--- src/rtl/spi_target_pkg.sv ---
// Shared definitions for the SPI target peripheral: register map, STATUS bit
// positions, FSM state encodings and RX FIFO depth.
package spi_target_pkg;

    localparam logic [5:0] REG_TX_DATA = 6'd0;
    localparam logic [5:0] REG_RX_DATA = 6'd1;
    localparam logic [5:0] REG_STATUS  = 6'd2;

    localparam int unsigned STAT_RX_VALID   = 0;
    localparam int unsigned STAT_TX_PENDING = 1;
    localparam int unsigned STAT_OVERRUN    = 2;
    localparam int unsigned STAT_BUSY       = 3;
    localparam int unsigned STAT_WIDTH16    = 4;
    localparam int unsigned STAT_COUNT_LSB  = 5;

    localparam logic [0:0] IDLE  = 1'b0;
    localparam logic [0:0] SHIFT = 1'b1;

    localparam int unsigned RX_FIFO_DEPTH = 4;

    // Left-justify the TX word so the next MISO bit is always shift_tx[15].
    function automatic logic [15:0] tx_align(input logic [15:0] word, input logic w16);
        return w16 ? word : {word[7:0], 8'h00};
    endfunction

endpackage

--- src/rtl/spi_target_rx_fifo.sv ---
// 16-bit x 4 RX FIFO for spi_target; a push while full is accepted only when a
// pop happens in the same cycle.
module spi_target_rx_fifo
    import spi_target_pkg::*;
(
    input  logic        raw_clk,
    input  logic        reset,
    input  logic        push,
    input  logic        pop,
    input  logic [15:0] wdata,
    output logic [15:0] rdata,
    output logic [2:0]  count,
    output logic        full,
    output logic        empty
);

    logic [15:0] mem_q [RX_FIFO_DEPTH];
    logic [1:0]  wr_ptr_q;
    logic [1:0]  rd_ptr_q;
    logic [2:0]  count_q;
    logic        do_push;
    logic        do_pop;

    assign empty   = (count_q == 3'd0);
    assign full    = (count_q == 3'(RX_FIFO_DEPTH));
    assign do_pop  = pop & ~empty;
    assign do_push = push & (~full | do_pop);
    assign rdata   = mem_q[rd_ptr_q];
    assign count   = count_q;

    always_ff @(posedge raw_clk) begin
        if (reset) begin
            wr_ptr_q <= '0;
            rd_ptr_q <= '0;
            count_q  <= '0;
        end else begin
            if (do_push) begin
                mem_q[wr_ptr_q] <= wdata;
                wr_ptr_q        <= wr_ptr_q + 2'd1;
            end
            if (do_pop) begin
                rd_ptr_q <= rd_ptr_q + 2'd1;
            end
            count_q <= count_q + {2'b00, do_push} - {2'b00, do_pop};
        end
    end

endmodule

--- src/rtl/spi_target.sv ---
// Mode-0 SPI target with bus-mapped TX/RX/STATUS registers.
// Define SPI_TARGET_RX_FIFO_EN for a 4-entry RX FIFO instead of a holding register.
module spi_target
    import spi_target_pkg::*;
(
    input  logic        raw_clk,
    input  logic        reset,
    input  logic        enable,
    input  logic [7:0]  address,
    input  logic [31:0] data_in,
    input  logic        write_enable,
    output logic [31:0] data_out,
    input  logic        sclk,
    input  logic        cs_n,
    input  logic        mosi,
    output logic        miso
);

    logic [2:0]  sclk_q, cs_q, mosi_q;
    logic [1:0]  sync_vld_q;
    logic        cs_armed_q;
    logic        sclk_rise_q, sclk_fall_q, cs_fall_q, cs_rise_q;

    logic [0:0]  state_q, state_d;
    logic [15:0] shift_tx_q, shift_tx_d;
    logic [15:0] shift_rx_q, shift_rx_d;
    logic [3:0]  bit_cnt_q, bit_cnt_d;
    logic        xfer_w16_q, xfer_w16_d;
    logic        miso_q, miso_d;
    logic [15:0] tx_buffer_q, tx_buffer_d;
    logic        tx_pending_q, tx_pending_d;
    logic        width_16_q, width_16_d;
    logic        overrun_q, overrun_d;
    logic        enable_q;
    logic [31:0] data_out_q, data_out_d;

    logic [5:0]  reg_sel;
    logic        rd_access, wr_access, rx_pop, rx_push;
    logic [15:0] rx_word, rx_rdata;
    logic        rx_valid, rx_full;
    logic [2:0]  rx_count;
    logic [31:0] status_word;
    logic        unused_bits;

    assign reg_sel   = address[7:2];
    assign rd_access = enable & ~write_enable;
    assign wr_access = enable & write_enable;
    assign rx_pop    = rd_access & ~enable_q & (reg_sel == REG_RX_DATA) & rx_valid;
    assign data_out  = data_out_q;
    assign miso      = miso_q & ~cs_n;
    assign unused_bits = ^{address[1:0], data_in[31:16], shift_rx_q[15]};

    // cs_armed_q blocks a falling edge until cs_n has been seen high after reset.
    always_ff @(posedge raw_clk) begin
        if (reset) begin
            sclk_q      <= '0;
            cs_q        <= '1;
            mosi_q      <= '0;
            sync_vld_q  <= '0;
            cs_armed_q  <= 1'b0;
            sclk_rise_q <= 1'b0;
            sclk_fall_q <= 1'b0;
            cs_fall_q   <= 1'b0;
            cs_rise_q   <= 1'b0;
        end else begin
            sclk_q      <= {sclk_q[1:0], sclk};
            cs_q        <= {cs_q[1:0], cs_n};
            mosi_q      <= {mosi_q[1:0], mosi};
            sync_vld_q  <= {sync_vld_q[0], 1'b1};
            cs_armed_q  <= cs_armed_q | (sync_vld_q[1] & cs_q[1]);
            sclk_rise_q <= sclk_q[1] & ~sclk_q[2];
            sclk_fall_q <= ~sclk_q[1] & sclk_q[2];
            cs_fall_q   <= cs_armed_q & ~cs_q[1] & cs_q[2];
            cs_rise_q   <= cs_q[1] & ~cs_q[2];
        end
    end

`ifdef SPI_TARGET_RX_FIFO_EN
    logic rx_empty;

    spi_target_rx_fifo u_rx_fifo (
        .raw_clk (raw_clk),
        .reset   (reset),
        .push    (rx_push),
        .pop     (rx_pop),
        .wdata   (rx_word),
        .rdata   (rx_rdata),
        .count   (rx_count),
        .full    (rx_full),
        .empty   (rx_empty)
    );
    assign rx_valid = ~rx_empty;
`else
    logic [15:0] rx_data_q;
    logic        rx_valid_q;

    always_ff @(posedge raw_clk) begin
        if (reset) begin
            rx_data_q  <= '0;
            rx_valid_q <= 1'b0;
        end else begin
            if (rx_pop) begin
                rx_valid_q <= 1'b0;
            end
            if (rx_push && (!rx_valid_q || rx_pop)) begin
                rx_data_q  <= rx_word;
                rx_valid_q <= 1'b1;
            end
        end
    end
    assign rx_rdata = rx_data_q;
    assign rx_valid = rx_valid_q;
    assign rx_full  = rx_valid_q;
    assign rx_count = '0;
`endif

    always_comb begin
        status_word                         = '0;
        status_word[STAT_RX_VALID]          = rx_valid;
        status_word[STAT_TX_PENDING]        = tx_pending_q;
        status_word[STAT_OVERRUN]           = overrun_q;
        status_word[STAT_BUSY]              = (state_q == SHIFT);
        status_word[STAT_WIDTH16]           = width_16_q;
        status_word[STAT_COUNT_LSB +: 3]    = rx_count;
    end

    always_comb begin
        state_d      = state_q;
        shift_tx_d   = shift_tx_q;
        shift_rx_d   = shift_rx_q;
        bit_cnt_d    = bit_cnt_q;
        xfer_w16_d   = xfer_w16_q;
        miso_d       = miso_q;
        tx_buffer_d  = tx_buffer_q;
        tx_pending_d = tx_pending_q;
        width_16_d   = width_16_q;
        overrun_d    = overrun_q;
        rx_push      = 1'b0;
        rx_word      = '0;

        case (state_q)
            IDLE: begin
                if (cs_fall_q) begin
                    state_d      = SHIFT;
                    xfer_w16_d   = width_16_q;
                    shift_tx_d   = tx_align(tx_buffer_q, width_16_q);
                    tx_pending_d = 1'b0;
                    bit_cnt_d    = '0;
                    miso_d       = shift_tx_d[15];
                end
            end
            default: begin
                if (cs_rise_q) begin
                    state_d   = IDLE;
                    bit_cnt_d = '0;
                    miso_d    = 1'b0;
                end else if (sclk_rise_q) begin
                    shift_rx_d = {shift_rx_q[14:0], mosi_q[2]};
                    if (bit_cnt_q == (xfer_w16_q ? 4'd15 : 4'd7)) begin
                        rx_push      = 1'b1;
                        rx_word      = xfer_w16_q ? shift_rx_d : {8'h00, shift_rx_d[7:0]};
                        bit_cnt_d    = '0;
                        shift_tx_d   = tx_align(tx_buffer_q, xfer_w16_q);
                        tx_pending_d = 1'b0;
                    end else begin
                        bit_cnt_d = bit_cnt_q + 4'd1;
                    end
                end else if (sclk_fall_q) begin
                    // bit_cnt 0 here means a fresh word was just reloaded: present its MSB.
                    if (bit_cnt_q == 4'd0) begin
                        miso_d = shift_tx_q[15];
                    end else begin
                        shift_tx_d = {shift_tx_q[14:0], 1'b0};
                        miso_d     = shift_tx_q[14];
                    end
                end
            end
        endcase

        if (rx_push && rx_full && !rx_pop) begin
            overrun_d = 1'b1;
        end

        if (wr_access) begin
            if (reg_sel == REG_TX_DATA) begin
                tx_buffer_d  = data_in[15:0];
                tx_pending_d = 1'b1;
            end else if (reg_sel == REG_STATUS) begin
                if (data_in[STAT_OVERRUN]) begin
                    overrun_d = 1'b0;
                end
                width_16_d = data_in[STAT_WIDTH16];
            end
        end
    end

    always_comb begin
        data_out_d = data_out_q;
        if (rd_access) begin
            case (reg_sel)
                REG_TX_DATA: data_out_d = {16'h0000, tx_buffer_q};
                REG_RX_DATA: data_out_d = rx_valid ? {16'h0000, rx_rdata} : '0;
                REG_STATUS:  data_out_d = status_word;
                default:     data_out_d = '0;
            endcase
        end
    end

    always_ff @(posedge raw_clk) begin
        if (reset) begin
            state_q      <= IDLE;
            shift_tx_q   <= '0;
            shift_rx_q   <= '0;
            bit_cnt_q    <= '0;
            xfer_w16_q   <= 1'b0;
            miso_q       <= 1'b0;
            tx_buffer_q  <= '0;
            tx_pending_q <= 1'b0;
            width_16_q   <= 1'b0;
            overrun_q    <= 1'b0;
            enable_q     <= 1'b0;
            data_out_q   <= '0;
        end else begin
            state_q      <= state_d;
            shift_tx_q   <= shift_tx_d;
            shift_rx_q   <= shift_rx_d;
            bit_cnt_q    <= bit_cnt_d;
            xfer_w16_q   <= xfer_w16_d;
            miso_q       <= miso_d;
            tx_buffer_q  <= tx_buffer_d;
            tx_pending_q <= tx_pending_d;
            width_16_q   <= width_16_d;
            overrun_q    <= overrun_d;
            enable_q     <= enable;
            data_out_q   <= data_out_d;
        end
    end

endmodule

--- config.mk ---
export PLATFORM = sky130hd
export DESIGN_NAME = spi_target
export DESIGN_NICKNAME = d
export VERILOG_FILES = /design/src/rtl/spi_target_pkg.sv /design/src/rtl/spi_target_rx_fifo.sv /design/src/rtl/spi_target.sv
export SDC_FILE = /design/constraint.sdc
export NUM_CORES = 1
export LEC_CHECK = 0
export CORE_UTILIZATION = 25
export DETAILED_ROUTE_END_ITERATION = 16
export GPL_TIMING_DRIVEN = 0
export PLACE_DENSITY = 0.42
export SKIP_CTS_REPAIR_TIMING = 1
export SLEW_MARGIN = 20
export SYNTH_ARGS = -nofsm -noshare
export SYNTH_HDL_FRONTEND = slang
export SYNTH_SLANG_ARGS = --single-unit
--- constraint.sdc ---
create_clock -name raw_clk -period 4.55 [get_ports raw_clk]
set_input_delay 0.91 -clock raw_clk [delete_from_list [all_inputs] [get_ports raw_clk]]
set_output_delay 0.91 -clock raw_clk [all_outputs]
set_load 0.05 [all_outputs]
# Yosys cells after proc, flatten, opt, wreduce, memory -nomap -nowiden
# Index checks and enable logic that the tools add are counted.
# totals
regBits	123
inputBits	47
output_inout_bits	33
elab_cells	125
# classes
n_addsub	1
n_eq_ne	10
muxes	50
bitwise_logic	23
reduce_logical	17
# ops
op	count
2-to-1 mux 16 bit	15
one-hot mux 16 bit (3 select lines)	1
2-to-1 mux 1 bit	28
2-to-1 mux 4 bit	6
inequality test 3 bit (second input constant)	5
AND 1 bit	12
NOT 1 bit	10
AND reduction 3 bit	3
equality test 6 x 1 -> 1 bit (second input constant)	1
equality test 6 x 2 -> 1 bit (second input constant)	1
zero test 6 bit	1
AND reduction 2 bit	3
AND reduction 5 bit	1
adder 4 x 1 -> 4 bit (second input constant)	1
equality test 4 bit	1
zero test 4 bit	1
nonzero test 2 bit	2
logical AND 1 bit	3
inequality test 3 x 2 -> 1 bit (second input constant)	1
zero test 1 bit	2
inequality test 2 bit (second input constant)	1
logical OR 1 bit	1
bitwise OR 1 bit	1

# Depth between registers and ports, before layout
# Gate-level depths: netlist of the first run.
# depth
depth_word	13
depth_mapped	7
depth_no_buf	6

# Worst setup path after synthesis of the first run
# No wires, ideal clock.
# synth_path
path_type	input to register
start	in address[5]
end	reg tx_buffer_q[10]
setup_time_ns	0.128
t_arrival_ns	2.408
required_time_ns	4.422
setup_slack_ns	2.015
cell_stages	7
n_path_buf	3
cell_sequence	or4_4 -> buf_6 -> nor4_1 -> buf_2 -> buf_6 -> mux2i_1 -> nor2_1
# synth_between
elab_chain_cells	2
# synth_rtl
element	line_no	text
start: declaration	spi_target.sv:9	input logic [7:0] address,
zero test 6 bit	spi_target.sv:185	if (reg_sel == REG_TX_DATA) begin
AND reduction 2 bit (no line)	-	
end signal: assignment	spi_target.sv:230	tx_buffer_q <= tx_buffer_d;
end: declaration	spi_target.sv:30	logic [15:0] tx_buffer_q, tx_buffer_d;
# No other way between the ends.
# A chain may end at the register's enable or synchronous reset.

# Worst setup path after layout of the first run
# layout_path
start	in cs_n
end	out miso
# layout_between
elab_chain_cells	2
# layout_rtl
element	line_no	text
start: declaration	spi_target.sv:14	input logic cs_n,
NOT 1 bit	spi_target.sv:50	assign miso = miso_q & ~cs_n;
AND 1 bit	spi_target.sv:50	
end: declaration	spi_target.sv:16	output logic miso
# No other way between the ends.

==> results of run 1 <==
[worst register-to-register path: cells and delay by family (launching register included)]
kind / cells / cell delay (ps)
AOI/OAI and AO/OA: 3 / 760
adders and majority gates: 1 / 140
buffers and inverters: 2 / 430
DFF: 1 / 350
and+or+nand+nor: 1 / 560
[report_power, final]
group | internal, W | switching (W) | leakage [nW] | total (W)
Combinational | 0.0000430 | 0.0000802 | 0.850 | 0.000123
Clock | 0.000481 | 0.000354 | 0.150 | 0.000836
Sequential | 0.000944 | 0.00000420 | 0.865 | 0.000948
[worst paths after layout]
kind         cells after the start            end  slack [ps]          from
max                              3           miso        1430          cs_n
max reg2reg                      7  shift_tx_q[7]        2180  bit_cnt_q[0]
min                              1    sclk_rise_q         410     sclk_q[2]
min reg2reg                      1    sclk_rise_q         410     sclk_q[2]
[metrics by stage]
| step | area [sq um] | power, W | setup slack (ps) | util, % |
|---|---|---|---|---|
| floorplan | 4780 | 0.00105 | 2010 | - |
| global placement | 5500 | 0.00109 | 1340 | 30.2 |
| detailed placement | 5500 | 0.00109 | 1370 | 30.2 |
| CTS | 5810 | 0.00193 | 1410 | 31.9 |
| global route | 5820 | 0.00197 | 1350 | 32.0 |
| finish | 5820 | 0.00191 | 1430 | 32.0 |
[layout make-up]
cell class | count | area, sq um | area share [%]
multi-input cells | 388 | 2240 | 38.6
flip-flops and latches | 107 | 2140 | 36.8
repair buffers | 44 | 440 | 7.57
plain buffers | 57 | 305 | 5.25
well taps | 229 | 287 | 4.92
clock buffers | 11 | 233 | 4.00
inverters | 24 | 90.1 | 1.55
clock inverters | 5 | 77.6 | 1.33
[state kept, by name, summed over array words and instances (netlist names), 2 cells and up]
| signal | cells |
|---|---|
| sync_vld_q | 2 |
| shift_tx_q | 16 |
| rx_data_q | 16 |
| bit_cnt_q | 4 |
| shift_rx_q | 15 |
| sclk_q | 3 |
| data_out | 16 |
| cs_q | 3 |
| tx_buffer_q | 16 |
| mosi_q | 3 |
[layout by cell type (no fill, tap or decap), types with 3 or more instances in the layout]
cell type,count
buf_6,3
dfxtp_1,107
nor2b_1,11
a21oi_1,64
a211oi_1,9
clkbuf_16,9
conb_1,16
nand4_1,9
o2111ai_1,7
nor3_1,10
inv_1,24
nand3_1,33
o21ai_1,11
a22o_1,4
o21ai_0,36
buf_2,7
nor3b_1,3
a22oi_1,8
or2_2,3
nand2b_1,6
nand2_1,53
buf_4,16
nor2_1,41
a221o_1,4
mux2i_1,36
clkbuf_1,32
clkdlybuf4s50_1,44
[cells in the mapped netlist (2+ instances only)]
master,count
dfxtp_1,107
a21oi_1,64
nand2_1,53
nor2_1,41
mux2i_1,36
o21ai_0,36
nand3_1,33
clkbuf_1,30
inv_1,24
buf_4,16
nor2b_1,11
nor3_1,11
o21ai_1,11
a211oi_1,9
nand4_1,9
a22oi_1,8
buf_2,7
o2111ai_1,7
nand2b_1,6
a221o_1,4
a22o_1,4
buf_6,3
nor3b_1,3
or2_2,3
ha_1,2
nor4_1,2
o22ai_1,2
[cells by family after synthesis]
group | share of synthesized area [%]
flip-flops | 45.4
multiplexers | 7.64
XOR/XNOR | 0.186
AO/OA/AOI/OAI | 20.3
other | 0.0795
adder cells (fa/ha/maj) | 0.530
AND/OR/NAND/NOR | 17.6
buffers and inverters | 8.38
[routing by layer]
layer / vias to the layer above / wire length [um] / part of all wire (%) / track usage, %
li1: 2074 / - / - / -
met1: 1964 / 7100 / 51 / 20.6
met2: 110 / 6030 / 43 / 22.5
met3: 11 / 604 / 4.3 / 2.79
met4: 0 / 161 / 1.2 / 4.50
met5: - / 0 / 0 / 0
==> run metrics, run 1 <==
status complete, no violations; VDD IR max roughly 0.18 mV; antenna violations before repair 0; RSZ-0062 raised after global routing no; n_diodes 0; CTS tree yes; # nets final 680; Worst-Margin Slew ~770 ps; Slew Limit Fails 0; DRT iter0 DRCs between 200 and 250; clock root buffer master clkbuf_16; gpl congestion around 0.8; Cells after DPL between 800 and 900; Worst-Skew Late Latency about 360 ps; worst hold margin ~410 ps; WL final between 10000 and 15000 um; Syn Inst Count 561; setup violators final 0; Worst Path Required around 3600 ps; Synth top area share around 45%; fin crit share between 60% and 70%; core footprint roughly 0.018 sq mm; htree depth 3; CP dominant cell by count clkdlybuf4s50_1; Crit-path slowest cell clkdlybuf4s50_1; worst-path maximum fanout 2; hold crit path type reg -> reg; Main synth FF type dfxtp_1; total negative slack 0 ps; Die Area between 0.015 and 0.02 sq mm; drt wl/cell about 16 um; total CTS buffers 9; initial cell density of the core 25.9%; syn avg cell area 8.41 sq um; CP Class in -> out; max capacitance violation total 0; Seq/Total Area, Yosys ~45%; post-layout min period about 3100 ps; Post-synth EDFFs 0; area delta synth->final 23.3%; 1st-pass router iterations 5; final std cells w/o fill ~870; final hold vios 0; clock sink count ~110; Fill cells roughly 1900; Boundary Pins 80; Max Buffers Root-to-Sink 2; Max Fclk approximately 320 MHz; CP Capture Type output pin; number of synthesized register bits ~110; Post-synth ARST share 0%; largest cells by area after synthesis dfxtp_1 45%, mux2i_1 7.6%, a21oi_1 6.8%, nand2_1 4.2%, o21ai_0 3.8%; # rows 49; Max-slew headroom 48.4%; yosys warns 0; Pwr Density 328 mW/mm^2; Global Route Usage Sum around 15%; critical path buffer and inverter count 2; crit-path leading delay family buffers and inverters; ANT nets after route 0; startpoint type of the worst setup path input port; DIE WIDTH roughly 140 um; Clock Skew 8.36 ps; Worst EP arrival approximately 2200 ps; largest net degree at the start of global routing 17; Via density ~4.8; vias in the first global route between 3000 and 4000; layout cell share with drive strength beyond 1 about 7.7%; routed via count 4159; Cell Area, Synth approximately 0.0047 sq mm; Worst-path clk slew about 60 ps; Leak between 1.5 and 2 nW; DP Wirelength approximately 10000 um; total grt overflow 0; first-pass GRT wire length approximately 22000 um; cell taking the most area after synthesis dfxtp_1; DRC Markers 0; die height between 100 and 150 um; crit-path cells clkdlybuf4s50_1 -> nor2_1 -> clkdlybuf4s50_1; Max stage delay on crit path 810 ps; port bufs between 40 and 50; number of distinct library cells after synthesis 46
Note: power is estimated with default switching activity, not from simulation.
==> run 2: changes to the inputs <==
--- a/config.mk
+++ b/config.mk
@@ -8,7 +8,7 @@
 export CORE_UTILIZATION = 25
 export DETAILED_ROUTE_END_ITERATION = 16
 export GPL_TIMING_DRIVEN = 0
-export PLACE_DENSITY = 0.42
+export PLACE_DENSITY = 0.43
 export SKIP_CTS_REPAIR_TIMING = 1
 export SLEW_MARGIN = 20
 export SYNTH_ARGS = -nofsm -noshare
==> constraint.sdc (replaced) <==
create_clock -name raw_clk -period 2.8 [get_ports raw_clk]
set_input_delay 0.56 -clock raw_clk [delete_from_list [all_inputs] [get_ports raw_clk]]
set_output_delay 0.56 -clock raw_clk [all_outputs]
set_load 0.05 [all_outputs]
==> run 2 against run 1 <==
Compared with the run above: design area down 0.28%; setup slack worse by 1100 ps; critical endpoint is now tx_buffer_q[14]; die area unchanged; global-route usage up 0.14 points; count of clock-buffer cells in the layout down 1; first-iteration DRC count up 20%; worst hold slack better by 0.93 ps; non-clock buffer count unchanged; critical path depth up 5; power up 58%.
==> run metrics, run 2 (same netlist as run 1, synthesis figures left out) <==
post-layout min period 2520 ps; Max Fclk 397 MHz; final instance area 0.00580 sq mm; gpl congestion roughly 0.81; Clock Skew slightly below 8 ps; startpoint type of the worst setup path input port; Pwr Density around 520 mW/mm^2; Worst-Margin Slew 694 ps; DIE WIDTH approximately 140 um; Boundary Pins 80; Max-slew headroom a little over half; gr busiest metal met2; vias in the first global route between 4000 and 5000; setup violators final 0; Max stage delay on crit path around 530 ps; htree depth 3; worst-path maximum fanout 10; antenna violations before repair 0; Worst-Skew Late Latency around 350 ps; Via density 4.82; GRT met1 Usage 20.4%; CP Capture Type flop; Leak around 1.9 nW; routed via count ~4200; fin crit share approximately nine tenths; GR Util met3 ~4%; port bufs 44; layout cell share with drive strength beyond 1 ~8.0%; initial cell density of the core between 20% and 30%; Worst-path clk slew approximately 70 ps; met2 usage ~23%; Die Area 0.0194 sq mm; DP Wirelength just over 10000 um; crit-path leading delay family buffers and inverters; drt wl/cell ~16 um; Slew Limit Fails 0; critical path buffer and inverter count 4; Crit-path slowest cell or4_4; largest net degree at the start of global routing 17; clock root buffer master clkbuf_16; total CTS buffers 9; DRT iter0 DRCs around 280; total negative slack 0 ps; core footprint 0.0182 sq mm; VDD IR max ~0.29 mV; final hold vios 0; CP Class in -> reg; Global Route Usage Sum between 10 and 15%; CTS tree yes; max capacitance violation total 0; # nets final between 600 and 700; clock sink count ~110; placed cell area between 0.005 and 0.006 sq mm; RSZ-0062 raised after global routing no; Worst Path Required 3010 ps; ANT nets after route 0; Worst EP arrival around 2700 ps; 1st-pass router iterations 4; total grt overflow 0; most common library cell in the layout ignoring fill and taps dfxtp_1; first-pass GRT wire length around 22000 um; n_diodes 0; CP dominant cell by count buf_6; die height between 100 and 150 um; area delta synth->final 22.9%; DRC Markers 0; most frequent cells in the layout 107 x dfxtp_1, 64 x a21oi_1, 53 x nand2_1, 44 x clkdlybuf4s50_1, 41 x nor2_1; crit-path cells clkdlybuf4s50_1 -> or4_4 -> buf_6 -> nor4_1 -> buf_2 -> buf_6 -> mux2i_1 -> nor2_1; WL final roughly 14000 um; hold crit path type reg -> reg; # rows between 40 and 50; Max Buffers Root-to-Sink 2; status complete, no violations
## run 2: changes by cell type in the layout (fill, tap and decap cells not counted), sizes merged
cell,before,now
bufinv,2,1
clkbuf,41,40
clkinv,2,5
clkinvlp,1,0
## run 2: worst register-to-register path, cell delays in order, from the launching register on
cell,delay (ps)
dfxtp_1,360
inv_1,80
ha_1,150
nor3b_1,510
o221ai_1,450
clkbuf_1,340
o2111ai_1,170
o21ai_0,120
## run 2: area by class of cell
class / count / area (sq um)
Timing Repair Buffer: 44 / 440
Sequential cell: 107 / 2140
Tap cell: 229 / 287
Inverter: 24 / 90.1
Buffer: 57 / 305
Clock buffer: 10 / 239
Clock inverter: 6 / 55.1
Multi-Input combinational cell: 388 / 2240
Fill cell: 1951 / 12400
## run 2: path summary, 6_finish.rpt
kind           startpoint         endpoint  slack [ps]  depth (start not counted)
min             sclk_q[2]      sclk_rise_q         410                          1
max reg2reg  bit_cnt_q[0]   shift_tx_q[14]         490                          7
min reg2reg     sclk_q[2]      sclk_rise_q         410                          1
max            address[5]  tx_buffer_q[14]         280                          8
## run 2: metrics by stage
stage / total power (W) / setup WS [ps] / instances / util (%) / hold slack (ps)
detailed placement: 0.00178 / -62.2 / 849 / 30.2 / 395
finish: 0.00301 / 281 / 865 / 31.9 / 411
CTS: 0.00307 / 310 / 865 / 31.8 / 414
floorplan: 0.00170 / 615 / 576 / - / 383
global route: 0.00315 / 246 / 865 / 31.9 / 425
global placement: 0.00177 / -72.4 / 849 / 30.2 / 391
## run 2: where the power goes
part | switching [W] | leakage (nW) | total [W] | internal (W)
clock | 0.000563 | 0.152 | 0.00127 | 0.000710
sequential | 0.00000692 | 0.865 | 0.00154 | 0.00153
combinational | 0.000130 | 0.850 | 0.000200 | 0.0000699
total | 0.000700 | 1.87 | 0.00301 | 0.00231
## run 2: routing by layer
| layer | up-vias | wire length [um] |
|---|---|---|
| met1 | 1965 | 6820 |
| met3 | 8 | 829 |
| met4 | 0 | 90 |
| li1 | 2079 | - |
| met2 | 121 | 6040 |
| met5 | - | 0 |
==> run 3: changes to the inputs <==
--- a/config.mk
+++ b/config.mk
@@ -5,6 +5,7 @@
 export SDC_FILE = /design/constraint.sdc
 export NUM_CORES = 1
 export LEC_CHECK = 0
+export CORE_MARGIN = 1
 export CORE_UTILIZATION = 25
 export DETAILED_ROUTE_END_ITERATION = 16
 export GPL_TIMING_DRIVEN = 0
==> results of run 3 <==
No change in the layout: final DEF, timing and power equal those of run 2.
==> patch: new RTL, settings of run 1 <==
Register the output `data_out` once more, without a reset; this adds one clock of latency there. The other outputs are not delayed to match.
--- a/src/rtl/spi_target.sv
+++ b/src/rtl/spi_target.sv
@@ -46,7 +46,9 @@
     assign rd_access = enable & ~write_enable;
     assign wr_access = enable & write_enable;
     assign rx_pop    = rd_access & ~enable_q & (reg_sel == REG_RX_DATA) & rx_valid;
-    assign data_out  = data_out_q;
+    always_ff @(posedge raw_clk) begin
+        data_out <= data_out_q;
+    end
     assign miso      = miso_q & ~cs_n;
     assign unused_bits = ^{address[1:0], data_in[31:16], shift_rx_q[15]};
 
Formal check against the unedited RTL: not equivalent (a bounded check fails within 4 cycles, from zero or initial values and one cycle with reset high).
==> patch against run 1 <==
- area after synthesis grew 7.6%
- non-clock buffer count grew 2
- total power grew 43%
- sequential cell count grew 16
- worst setup slack lost 0.033 ns
- count of clock-buffer cells in the layout grew 8
- routed wire length grew 1.2%
- final area grew 13%
- clock power grew 82%
- largest power group is now clock
==> patch: results (changes against run 1) <==
The parity-gate share of the synthesized area counting xor and xnor cells was 0.1724% (was 0.1856%). The hold-critical path depth came out at 0 (was 1). The CTS root buffer is sky130_fd_sc_hd__clkbuf_16 (unchanged).

The endpoint of the worst-slack reg-to-reg timing path is rx_data_q[13] (was shift_tx_q[7]). Cell types with the largest area share after synthesis: sky130_fd_sc_hd__dfxtp_1 (48%), sky130_fd_sc_hd__a21oi_1 (6.8%), sky130_fd_sc_hd__mux2i_1 (6.5%), sky130_fd_sc_hd__nand2_1 (3.7%), sky130_fd_sc_hd__nand3_1 (3.4%) (was sky130_fd_sc_hd__dfxtp_1 (45%), sky130_fd_sc_hd__mux2i_1 (7.6%), sky130_fd_sc_hd__a21oi_1 (6.8%), sky130_fd_sc_hd__nand2_1 (4.2%), sky130_fd_sc_hd__o21ai_0 (3.8%)). The total length of routed met3 wires is 647 um (was 604 um). The detailed-route wire length is 14060 um (was 13900 um). The number of clock buffers inserted by TritonCTS came out at 17 (was 9). The minimum hold slack is 0.3496 ns (was 0.4101 ns). The compound-gate portion of the synthesized area came out at 17.39% (was 20.25%). The unique cell type count in the Yosys netlist is 49 (was 46).

The wire length of the first global-routing pass came out at 22070 um (was 21920 um). The total cell area at the placement stage is 5908 um2 (was 5503 um2). Most numerous cell types in the synthesized netlist: sky130_fd_sc_hd__dfxtp_1 (123), sky130_fd_sc_hd__a21oi_1 (69), sky130_fd_sc_hd__nand2_1 (50) (was sky130_fd_sc_hd__dfxtp_1 (107), sky130_fd_sc_hd__a21oi_1 (64), sky130_fd_sc_hd__nand2_1 (53)). The number of global-route vias before repair came out at 4031 (was 3894). The met2 usage is 21.96% (was 22.53%). The minimum setup slack among reg-to-reg paths came out at 2.35 ns (was 2.18 ns).

The maximum VDD drop is 171.6 uV (was 182.6 uV). The via count normalized by instance count came out at 4.592 (was 4.808). The total chip power was 2.732 mW (was 1.907 mW). The setup skew after layout came out at 0.008353 ns (was 0.008355 ns). The number of placed instances, taps included was 902 (was 849). The global-route usage over all layers came out at 14.26% (was 14.67%). The DRC marker count from the first detailed-route iteration is 315 (was 237). The post-layout net count is 705 (was 680). The transition at the pin with the smallest max-transition slack was 0.6760 ns (was 0.7735 ns).

The total number of H-tree levels came out at 4 (was 3). The clock share of power is 55.6% (was 43.8%). The detailed-route wire length on metal 1 came to 6993 um (was 7101 um). The data arrival time of the critical path is 2.24 ns (was 2.21 ns). The gate count after technology mapping is 578 (was 561). Run status: completed (unchanged). The non-filler instance count after layout came out at 934 (was 865). The worst setup margin is 1.395 ns (was 1.428 ns). The cell depth of the worst flop-to-flop path was 8 (was 7).

The sink of the worst hold path is data_out[13] (was sclk_rise_q). The placer's final routability congestion estimate came out at 0.7774 (was 0.8034). The fraction of the mapped netlist area in adder cells is 0.4926% (was 0.5302%). The share of cell area taken by muxes after synthesis is 6.724% (was 7.635%). The worst-skew pair later-pin latency came out at 0.42 ns (was 0.36 ns). The cell-internal power came out at 2.134 mW (was 1.468 mW).

The fraction of met3 tracks used by global routing was 3.146% (was 2.787%).
-- patch: cell count changes in the layout (fill, tap and decap cells not counted), moves of 4 or more --
cell                        before  now
sky130_fd_sc_hd__a21oi_1        64   69
sky130_fd_sc_hd__and3b_1         0    8
sky130_fd_sc_hd__buf_1           1    6
sky130_fd_sc_hd__clkbuf_1       32   26
sky130_fd_sc_hd__clkbuf_16       9   17
sky130_fd_sc_hd__clkinv_4        0    5
sky130_fd_sc_hd__dfxtp_1       107  123
sky130_fd_sc_hd__inv_1          24   17
sky130_fd_sc_hd__nand4_1         9   15
sky130_fd_sc_hd__nor3_1         10    3
sky130_fd_sc_hd__nor4b_1         0    4
sky130_fd_sc_hd__o2111ai_1       7    1
sky130_fd_sc_hd__o21ai_0        36   31
-- patch: layout make-up --
type	instances	area [um2]
buffer	59	316.6
clock buffer	19	452.9
clock inverter	13	216.5
fill	2022	13140
inverter	18	67.56
multi-input combinational	393	2290
sequential	123	2462
tap	265	331.6
timing repair buffer	44	440.4
